## src/rtl/ldu_aq_gate.sv

```systemverilog
// Load-issue acquire gate: parks loads younger than an active acquire in a collapsing hold queue.
// Optional macro LDU_AQ_GATE_IO_EN adds io-acquire blocking for io loads.
module ldu_aq_gate #(
  parameter int HOLD_ENTRIES    = 4,
  parameter int TAG_WIDTH       = 4,
  parameter int LOG_ROB_ENTRIES = 6,
  localparam int CNT_W          = $clog2(HOLD_ENTRIES + 1)
) (
  input  logic                       CLK,
  input  logic                       nRST,

  input  logic                       ldu_in_valid,
  input  logic [LOG_ROB_ENTRIES-1:0] ldu_in_ROB_index,
  input  logic                       ldu_in_is_io,
  input  logic [TAG_WIDTH-1:0]       ldu_in_tag,
  output logic                       ldu_in_ready,

  output logic                       ldu_out_valid,
  output logic [LOG_ROB_ENTRIES-1:0] ldu_out_ROB_index,
  output logic                       ldu_out_is_io,
  output logic [TAG_WIDTH-1:0]       ldu_out_tag,
  input  logic                       ldu_out_ready,

  input  logic                       stamofu_aq_mem_aq_active,
  input  logic [LOG_ROB_ENTRIES-1:0] stamofu_aq_mem_aq_oldest_abs_ROB_index,
  input  logic                       stamofu_aq_io_aq_active,
  input  logic [LOG_ROB_ENTRIES-1:0] stamofu_aq_io_aq_oldest_abs_ROB_index,

  input  logic [LOG_ROB_ENTRIES-1:0] rob_abs_head_index,
  input  logic                       rob_kill_valid,
  input  logic [LOG_ROB_ENTRIES-1:0] rob_kill_rel_kill_younger_index,

  output logic [CNT_W-1:0]           hold_count
);

  logic [HOLD_ENTRIES-1:0]    hold_valid, hold_valid_n;
  logic [LOG_ROB_ENTRIES-1:0] hold_rob   [HOLD_ENTRIES];
  logic [LOG_ROB_ENTRIES-1:0] hold_rob_n [HOLD_ENTRIES];
  logic                       hold_io    [HOLD_ENTRIES];
  logic                       hold_io_n  [HOLD_ENTRIES];
  logic [TAG_WIDTH-1:0]       hold_tag   [HOLD_ENTRIES];
  logic [TAG_WIDTH-1:0]       hold_tag_n [HOLD_ENTRIES];

  logic [HOLD_ENTRIES-1:0] hold_blk, hold_kill, hold_elig, sel_oh;
  logic                    sel_found;
  logic                    in_blk, in_kill, in_ok;
  logic                    fire, hold_rel, in_rel, in_store;

  // Ages are compared relative to the ROB head so wrap-around orders correctly.
  function automatic logic younger(input logic [LOG_ROB_ENTRIES-1:0] x,
                                   input logic [LOG_ROB_ENTRIES-1:0] aq_idx,
                                   input logic [LOG_ROB_ENTRIES-1:0] head);
    logic [LOG_ROB_ENTRIES-1:0] rel_x, rel_aq;
    rel_x  = x - head;
    rel_aq = aq_idx - head;
    return rel_x > rel_aq;
  endfunction

  function automatic logic is_killed(input logic [LOG_ROB_ENTRIES-1:0] x,
                                     input logic [LOG_ROB_ENTRIES-1:0] head,
                                     input logic                       kill_valid,
                                     input logic [LOG_ROB_ENTRIES-1:0] kill_idx);
    logic [LOG_ROB_ENTRIES-1:0] rel_x;
    rel_x = x - head;
    return kill_valid && (rel_x >= kill_idx);
  endfunction

`ifndef LDU_AQ_GATE_IO_EN
  logic unused_io_aq;
  assign unused_io_aq = ^{stamofu_aq_io_aq_active, stamofu_aq_io_aq_oldest_abs_ROB_index};
`endif

  always_comb begin
    in_blk = stamofu_aq_mem_aq_active &&
             younger(ldu_in_ROB_index, stamofu_aq_mem_aq_oldest_abs_ROB_index, rob_abs_head_index);
`ifdef LDU_AQ_GATE_IO_EN
    in_blk = in_blk | (ldu_in_is_io && stamofu_aq_io_aq_active &&
             younger(ldu_in_ROB_index, stamofu_aq_io_aq_oldest_abs_ROB_index, rob_abs_head_index));
`endif
    in_kill = is_killed(ldu_in_ROB_index, rob_abs_head_index, rob_kill_valid,
                        rob_kill_rel_kill_younger_index);
    in_ok   = ldu_in_valid && !in_blk && !in_kill;

    for (int i = 0; i < HOLD_ENTRIES; i++) begin
      hold_blk[i] = stamofu_aq_mem_aq_active &&
                    younger(hold_rob[i], stamofu_aq_mem_aq_oldest_abs_ROB_index, rob_abs_head_index);
`ifdef LDU_AQ_GATE_IO_EN
      hold_blk[i] = hold_blk[i] | (hold_io[i] && stamofu_aq_io_aq_active &&
                    younger(hold_rob[i], stamofu_aq_io_aq_oldest_abs_ROB_index, rob_abs_head_index));
`endif
      hold_kill[i] = is_killed(hold_rob[i], rob_abs_head_index, rob_kill_valid,
                               rob_kill_rel_kill_younger_index);
      hold_elig[i] = hold_valid[i] && !hold_blk[i] && !hold_kill[i];
    end

    sel_found = 1'b0;
    sel_oh    = '0;
    for (int i = 0; i < HOLD_ENTRIES; i++) begin
      if (hold_elig[i] && !sel_found) begin
        sel_found = 1'b1;
        sel_oh[i] = 1'b1;
      end
    end

    ldu_out_valid     = nRST && (sel_found || in_ok);
    ldu_out_ROB_index = ldu_in_ROB_index;
    ldu_out_is_io     = ldu_in_is_io;
    ldu_out_tag       = ldu_in_tag;
    for (int i = 0; i < HOLD_ENTRIES; i++) begin
      if (sel_oh[i]) begin
        ldu_out_ROB_index = hold_rob[i];
        ldu_out_is_io     = hold_io[i];
        ldu_out_tag       = hold_tag[i];
      end
    end
  end

  always_comb begin
    hold_count = '0;
    for (int i = 0; i < HOLD_ENTRIES; i++) begin
      hold_count = hold_count + CNT_W'(hold_valid[i]);
    end
  end

  assign ldu_in_ready = hold_count < CNT_W'(HOLD_ENTRIES);

  assign fire     = ldu_out_valid && ldu_out_ready;
  assign hold_rel = fire && sel_found;
  assign in_rel   = fire && !sel_found;
  assign in_store = ldu_in_valid && ldu_in_ready && !in_kill && !in_rel;

  // Survivors collapse toward slot 0; an accepted input lands just above them.
  always_comb begin
    int wp;
    hold_valid_n = '0;
    hold_rob_n   = hold_rob;
    hold_io_n    = hold_io;
    hold_tag_n   = hold_tag;
    wp           = 0;
    for (int i = 0; i < HOLD_ENTRIES; i++) begin
      if (hold_valid[i] && !hold_kill[i] && !(hold_rel && sel_oh[i])) begin
        hold_valid_n[wp] = 1'b1;
        hold_rob_n[wp]   = hold_rob[i];
        hold_io_n[wp]    = hold_io[i];
        hold_tag_n[wp]   = hold_tag[i];
        wp               = wp + 1;
      end
    end
    if (in_store && (wp < HOLD_ENTRIES)) begin
      hold_valid_n[wp] = 1'b1;
      hold_rob_n[wp]   = ldu_in_ROB_index;
      hold_io_n[wp]    = ldu_in_is_io;
      hold_tag_n[wp]   = ldu_in_tag;
    end
  end

  always_ff @(posedge CLK) begin
    if (!nRST) begin
      hold_valid <= '0;
    end else begin
      hold_valid <= hold_valid_n;
    end
    hold_rob <= hold_rob_n;
    hold_io  <= hold_io_n;
    hold_tag <= hold_tag_n;
  end

endmodule
```

## config.mk

```make
export PLATFORM = sky130hd
export DESIGN_NAME = ldu_aq_gate
export DESIGN_NICKNAME = d
export VERILOG_FILES = /design/src/rtl/ldu_aq_gate.sv
export SDC_FILE = /design/constraint.sdc
export NUM_CORES = 1
export LEC_CHECK = 0
export BUFFER_PORTS_ARGS = -buffer_cell sky130_fd_sc_hd__buf_2
export CAP_MARGIN = 0
export CORE_MARGIN = 2
export CORE_UTILIZATION = 40
export DETAILED_ROUTE_END_ITERATION = 12
export PLACE_DENSITY = 0.64
export SETUP_SLACK_MARGIN = 0.4
export SYNTH_ARGS = -nofsm -noshare
export SYNTH_HDL_FRONTEND = slang
export SYNTH_SLANG_ARGS = --single-unit
```

## constraint.sdc

```tcl
create_clock -name CLK -period 8.2 [get_ports CLK]
set_input_delay 2.05 -clock CLK [delete_from_list [all_inputs] [get_ports CLK]]
set_output_delay 2.05 -clock CLK [all_outputs]
set_load 0.05 [all_outputs]
```

Yosys cells after proc, flatten, opt, wreduce, memory -nomap -nowiden
Cells that the tools add are included.
{"block": "classes", "n_addsub": 12, "magnitude_cmp": 28, "mux": 84, "bitwise": 8, "n_reduce_logical": 71}
{"op": "< comparator 32 x 4 -> 1 bit (second input constant)", "n": 5}
{"op": "greater-or-equal comparator 32 x 1 -> 1 bit (second input constant)", "n": 4}
{"op": "greater-or-equal comparator 32 x 3 -> 1 bit (second input constant)", "n": 4}
{"op": "< comparator 32 x 1 -> 1 bit (second input constant)", "n": 4}
{"op": "NOT 32 bit", "n": 4}
{"op": "adder 32 x 2 -> 32 bit (second input constant)", "n": 3}
{"op": "bitwise mux 24 bit", "n": 4}
{"op": "two-way mux 24 bit", "n": 4}
{"op": "two-way mux 32 bit", "n": 3}
{"op": "bitwise mux 16 bit", "n": 4}
{"op": "two-way mux 16 bit", "n": 4}
{"op": "two-way mux 4 bit", "n": 16}
{"op": "logical AND 1 bit", "n": 51}
{"op": "demux 6 bit (select 2 bit)", "n": 4}
{"op": "two-way mux 6 bit", "n": 8}
{"op": "subtractor 6 bit", "n": 6}
{"op": "demux 4 bit (select 2 bit)", "n": 4}
{"op": "greater-or-equal comparator 6 bit", "n": 5}
{"op": "greater-than comparator 6 bit", "n": 5}
{"op": "two-way mux 1 bit", "n": 21}
{"op": "zero test 1 bit", "n": 19}
{"op": "bitwise mux 4 bit", "n": 4}
{"op": "demux 1 bit (select 2 bit)", "n": 8}
{"op": "bitwise OR 4 bit", "n": 3}
{"op": "6 further kinds", "n": 6}
{"block": "totals", "ff_bits": 48, "inputBits": 42, "out_inout_bits": 16}

Logic depth before layout (Yosys ltp)
{"block": "logic_depth", "ltp_word": 37, "mapped_depth": 28, "depth_no_buf": 27}

Worst setup path after synthesis
No wires, ideal clock.
{"block": "synth_timing", "kind": "input to output", "from": "in rob_abs_head_index[1]", "to": "out ldu_out_ROB_index[0]", "t_arrival_ns": 6.369, "t_required_ns": 6.150, "path_slack_ns": -0.219, "path_stages": 18, "path_buffers": 1, "path_cell_list": "inv_1 > ha_1 > a21o_1 > a21oi_1 > o21bai_1 > a21oi_1 > xnor2_1 > ha_1 > a21o_1 > a21boi_0 > o21ai_0 > o41a_1 > nand2_1 > nor2_1 > nand2_1 > clkbuf_1 > mux2i_1 > a21oi_1"}
{"block": "synth_via", "elab_chain_len": 17}
{"item": "start, declared", "line_no": "29", "text": "input logic [LOG_ROB_ENTRIES-1:0] rob_abs_head_index,"}
{"item": "subtractor 6 bit, on equally long branches", "line_no": "54, 64, 55"}
{"item": "greater-than comparator 6 bit", "line_no": "56", "text": "return rel_x > rel_aq;"}
{"item": "logical AND 1 bit", "line_no": "85", "text": "hold_blk[i] = stamofu_aq_mem_aq_active &&"}
{"item": "zero test 1 bit", "line_no": "93", "text": "hold_elig[i] = hold_valid[i] && !hold_blk[i] && !hold_kill[i];"}
{"item": "logical AND 1 bit (2 in a row)", "line_no": "93"}
{"item": "two-way mux 1 bit", "line_no": "99", "text": "if (hold_elig[i] && !sel_found) begin"}
{"item": "zero test 1 bit", "line_no": "99"}
{"item": "logical AND 1 bit", "line_no": "99"}
{"item": "two-way mux 1 bit", "line_no": "99"}
{"item": "zero test 1 bit", "line_no": "99"}
{"item": "logical AND 1 bit", "line_no": "99"}
{"item": "two-way mux 1 bit", "line_no": "99"}
{"item": "zero test 1 bit", "line_no": "99"}
{"item": "logical AND 1 bit", "line_no": "99"}
{"item": "two-way mux 1 bit", "line_no": "99"}
{"item": "two-way mux 6 bit *", "line_no": "110", "text": "if (sel_oh[i]) begin"}
{"item": "end, declared", "line_no": "19", "text": "output logic [LOG_ROB_ENTRIES-1:0] ldu_out_ROB_index,"}
Mark *: on every way between the ends. The rest lies on a longest branch, timed or not.

Worst setup path in the final report
{"block": "layout_timing", "from": "in rob_abs_head_index[1]", "to": "out ldu_out_ROB_index[5]"}
Same word-level chain as after synthesis.

==> impl_results.md <==
- Mean area per synthesized cell: 8.98 um2
- Tightest Pin Transition: ~0.73 ns
- Total grt overflow: 0
- Crit end category: output port
- Register clock-pin slew on the reported worst setup and hold paths: around 0.070 ns
- Final Instance Area: 7660 um2
- Core footprint: roughly 15000 um2
- Rel. slew slack: 0.514
- Syn_nets: between 800 and 900
- Hold_buf cts: 0
- CP Cell Sequence: buf_6 -> clkinvlp_4 -> buf_6 -> ha_4 -> a21o_1 -> a21o_1 -> a21o_1 -> a21oi_2 -> xnor2_2 -> ha_1 -> nand3_2 -> or4_1 -> a32o_2 -> or4_4 -> clkbuf_16 -> a21oi_4 -> buf_6
- Worst EP arrival: 5.84 ns
- Crit start category: input port
- Status: finished, final reports clean
- Num ports: 58
- DRC: 0
- Antenna diodes: 0
- Total track usage: 0.222
- Met2 WL: slightly above 9000 um
- WL met1: ~8100 um
- H-tree levels: 2
- Worst path max stage delay: approximately 0.65 ns
- Routed wl met3: a little over 900 um
- Worst slack, placed: ~0.030 ns
- Die height: between 100 and 150 um
- IO Port Bufs: 50
- Sink Count: between 40 and 50
- Most frequent cell after synthesis: ha_1
- Final Hold Viols: 0
- Pwr dens: 309 nW/um2
- Crit Path Class: in2out
- Post-Syn Area: roughly 6100 um2
- Largest cells by area after synthesis: ha_1, dfxtp_1, mux2_2
- Num CTS Buffers: 5
- Unique cell type count in the Yosys netlist: between 50 and 60
- Async set-reset flop share out of synthesis: 0
- Drt first pass iters: 5
- Final Max Slew Viols: 0
- Filler cell count: between 1k and 1.5k
- Detail Route Antenna Nets: 0
- Top routing layer in use: met4
- Sequential area share after synthesis: 0.157
- Die area: ~16000 um2
- Synthesis-stage register bit count: 48
- Synth area leader: ha_1
- Endpoints failing setup: 0
- Initial antenna violation count: 0
- Top FF cell, synth: dfxtp_1
- CP bufs+invs: 5
- Max_cap viols: 0
- Cells after Synth: roughly 700
- Vias in the first global route: ~5.3k
- # rows: 45
- Yosys top cell area share: 0.198
- HPWL Detailed: roughly 14000 um
- Data required, critical path: slightly above 6 ns
- Clk_lat worst skew: around 0.29 ns
- Synth top cells by count: ha_1, mux2_2, a21oi_1
- Worst Skew: around 0.0066 ns
- Fin crit share: 0.962
- Initial core utilization: 0.406
- Peak VDD IR: 0.334 mV
- Cell area after placement: just under 7000 um2
- Peak Freq: ~130 MHz
- Layout Utilization: 0.508
- CP max FO: 5
- GP Congestion: just over 0.9
- Root Driver: clkbuf_16
- Final nets: roughly 920
- Post-synth EDFFs: 0
- LEAKAGE: roughly 3.6 nW
- Vias per cell: ~5.7
- YS warnings: 0
- Largest net degree at the start of global routing: 23
- PnR worst setup slack: approximately 0.31 ns
- Hold Path Class: reg2reg
- CTS tree: done
- Total Routed Length: around 18000 um
- Crit path max-delay family: simple AND/OR/NAND/NOR gates
- DR iter-0 viols: between 200 and 300
- Vias: around 5.5k
- Layout area overhead: 25.1%
- Wire length per cell: roughly 19 um
- Critical-path top delay cell: or4_4
- Total Neg Setup Slack: 0 ns
- Min cycle time layout: 7.89 ns
- Fraction of layout cells with a size suffix above 1: 0.348
- RSZ-0062 raised after global routing: true
- Max Buffers Root-to-Sink: 2
- First-pass GRT wire length: 28300 um
- Die Wd: 128 um
==> cells by family after synthesis <==
| logic type | synth area share |
|---|---|
| mux | 0.245 |
| simple gates | 0.105 |
| buf+inv | 0.0468 |
| xor+xnor | 0.0372 |
| fa+ha+maj | 0.226 |
| flops | 0.157 |
| compound gates | 0.183 |
==> worst register-to-register path, cell delays in order, from the launching register on <==
cell and delay [ns]:
dfxtp_1 0.54, ha_4 0.27, a21o_1 0.16, a21oi_2 0.15, o21bai_1 0.10, a21oi_2 0.20
xnor2_2 0.12, buf_4 0.15, buf_4 0.12, ha_1 0.28, and3_1 0.14, nand3_1 0.10
o41a_1 0.49, buf_4 0.17, and3_1 0.18, a21oi_1 0.19, inv_1 0.13, fa_2 0.57
inv_1 0.10, ha_1 0.24, inv_1 0.06, ha_1 0.24, nor4_1 0.27, nand3_1 0.19
o32ai_4 0.34, buf_12 0.20, mux2_2 0.35
==> flip-flops by register name, indices dropped and copies added (netlist names) <==
signal	count
hold_rob	24
hold_tag	16
hold_io	4
hold_valid	4
==> where the power goes <==
| group | internal, mW | leakage [nW] | total, mW | switching, mW |
|---|---|---|---|---|
| clock network | 0.122 | 0.0691 | 0.216 | 0.0940 |
| registers | 0.313 | 0.395 | 0.405 | 0.0920 |
| logic | 0.818 | 3.14 | 1.74 | 0.926 |
| total | 1.25 | 3.61 | 2.36 | 1.11 |
==> layer usage <==
layer,vias up,global-route usage
li1,2709,-
met1,2576,0.295
met2,147,0.394
met3,18,0.0200
met4,0,0.0420
met5,-,0
==> path summary, 6_finish.rpt <==
path | slack (ns) | cells past startpoint | end | startpoint
worst max-delay path | 0.31 | 17 | ldu_out_ROB_index[5] | rob_abs_head_index[1]
worst min-delay path | 0.60 | 2 | hold_rob[0] | hold_rob[6]
worst min register to register | 0.60 | 2 | hold_rob[0] | hold_rob[6]
worst max register to register | 2.05 | 26 | hold_rob[22] | hold_rob[19]
==> timing repair <==
action / 4_1_cts / 5_1_grt
gates resized for setup: 66 / 29
gates cloned: 2 / 1
pin swaps: 15 / 11
setup endpoints to repair: 14 / 57
setup buffers: 18 / 4
==> cells in the final DEF, fill, tap and decap left out, types with 3 or more instances in the layout <==
cell	Yosys	routed
mux2i_1	39	39
dfxtp_1	48	48
o41a_1	3	3
a2111oi_2	0	3
nor2_1	31	17
fa_1	8	7
nor3_1	16	16
nor4_1	3	3
clkinvlp_4	0	3
and3_1	10	9
xnor2_2	0	3
inv_1	50	49
mux2_4	8	8
o211a_1	3	3
o211ai_1	8	8
nand2b_1	6	6
mux2_1	8	8
xnor2_1	18	14
a21o_1	28	28
ha_1	97	95
a21oi_2	0	10
o21bai_1	4	4
buf_2	7	38
or3_1	4	3
nand2_1	29	29
nand3_1	19	17
nor2_2	1	7
mux2_2	80	80
xor2_1	8	8
buf_4	3	43
a21oi_4	0	11
a21oi_1	61	40
o21ai_0	23	20
buf_12	0	4
nor2_4	0	8
a211oi_1	9	9
clkbuf_16	0	6
buf_6	1	13
==> final cells by class <==
type	instances	area [um2]	share of cell area
clock inverter	2	15.0	0.00196
clock buffer	6	139	0.0181
multi-input combinational	565	5300	0.691
tap	188	235	0.0307
sequential	48	961	0.125
timing repair buffer	102	822	0.107
inverter	50	191	0.0250
==> metrics by stage <==
step / total power, mW / hold slack [ns] / std cells
3_3_place_gp: 1.85 / 0.571 / 928
4_1_cts: 2.26 / 0.598 / 956
2_1_floorplan: 1.53 / 0.552 / 682
5_1_grt: 2.54 / 0.616 / 961
3_5_place_dp: 1.88 / 0.588 / 928
6_report: 2.36 / 0.596 / 961
Note: power is estimated with default switching activity, not from simulation.
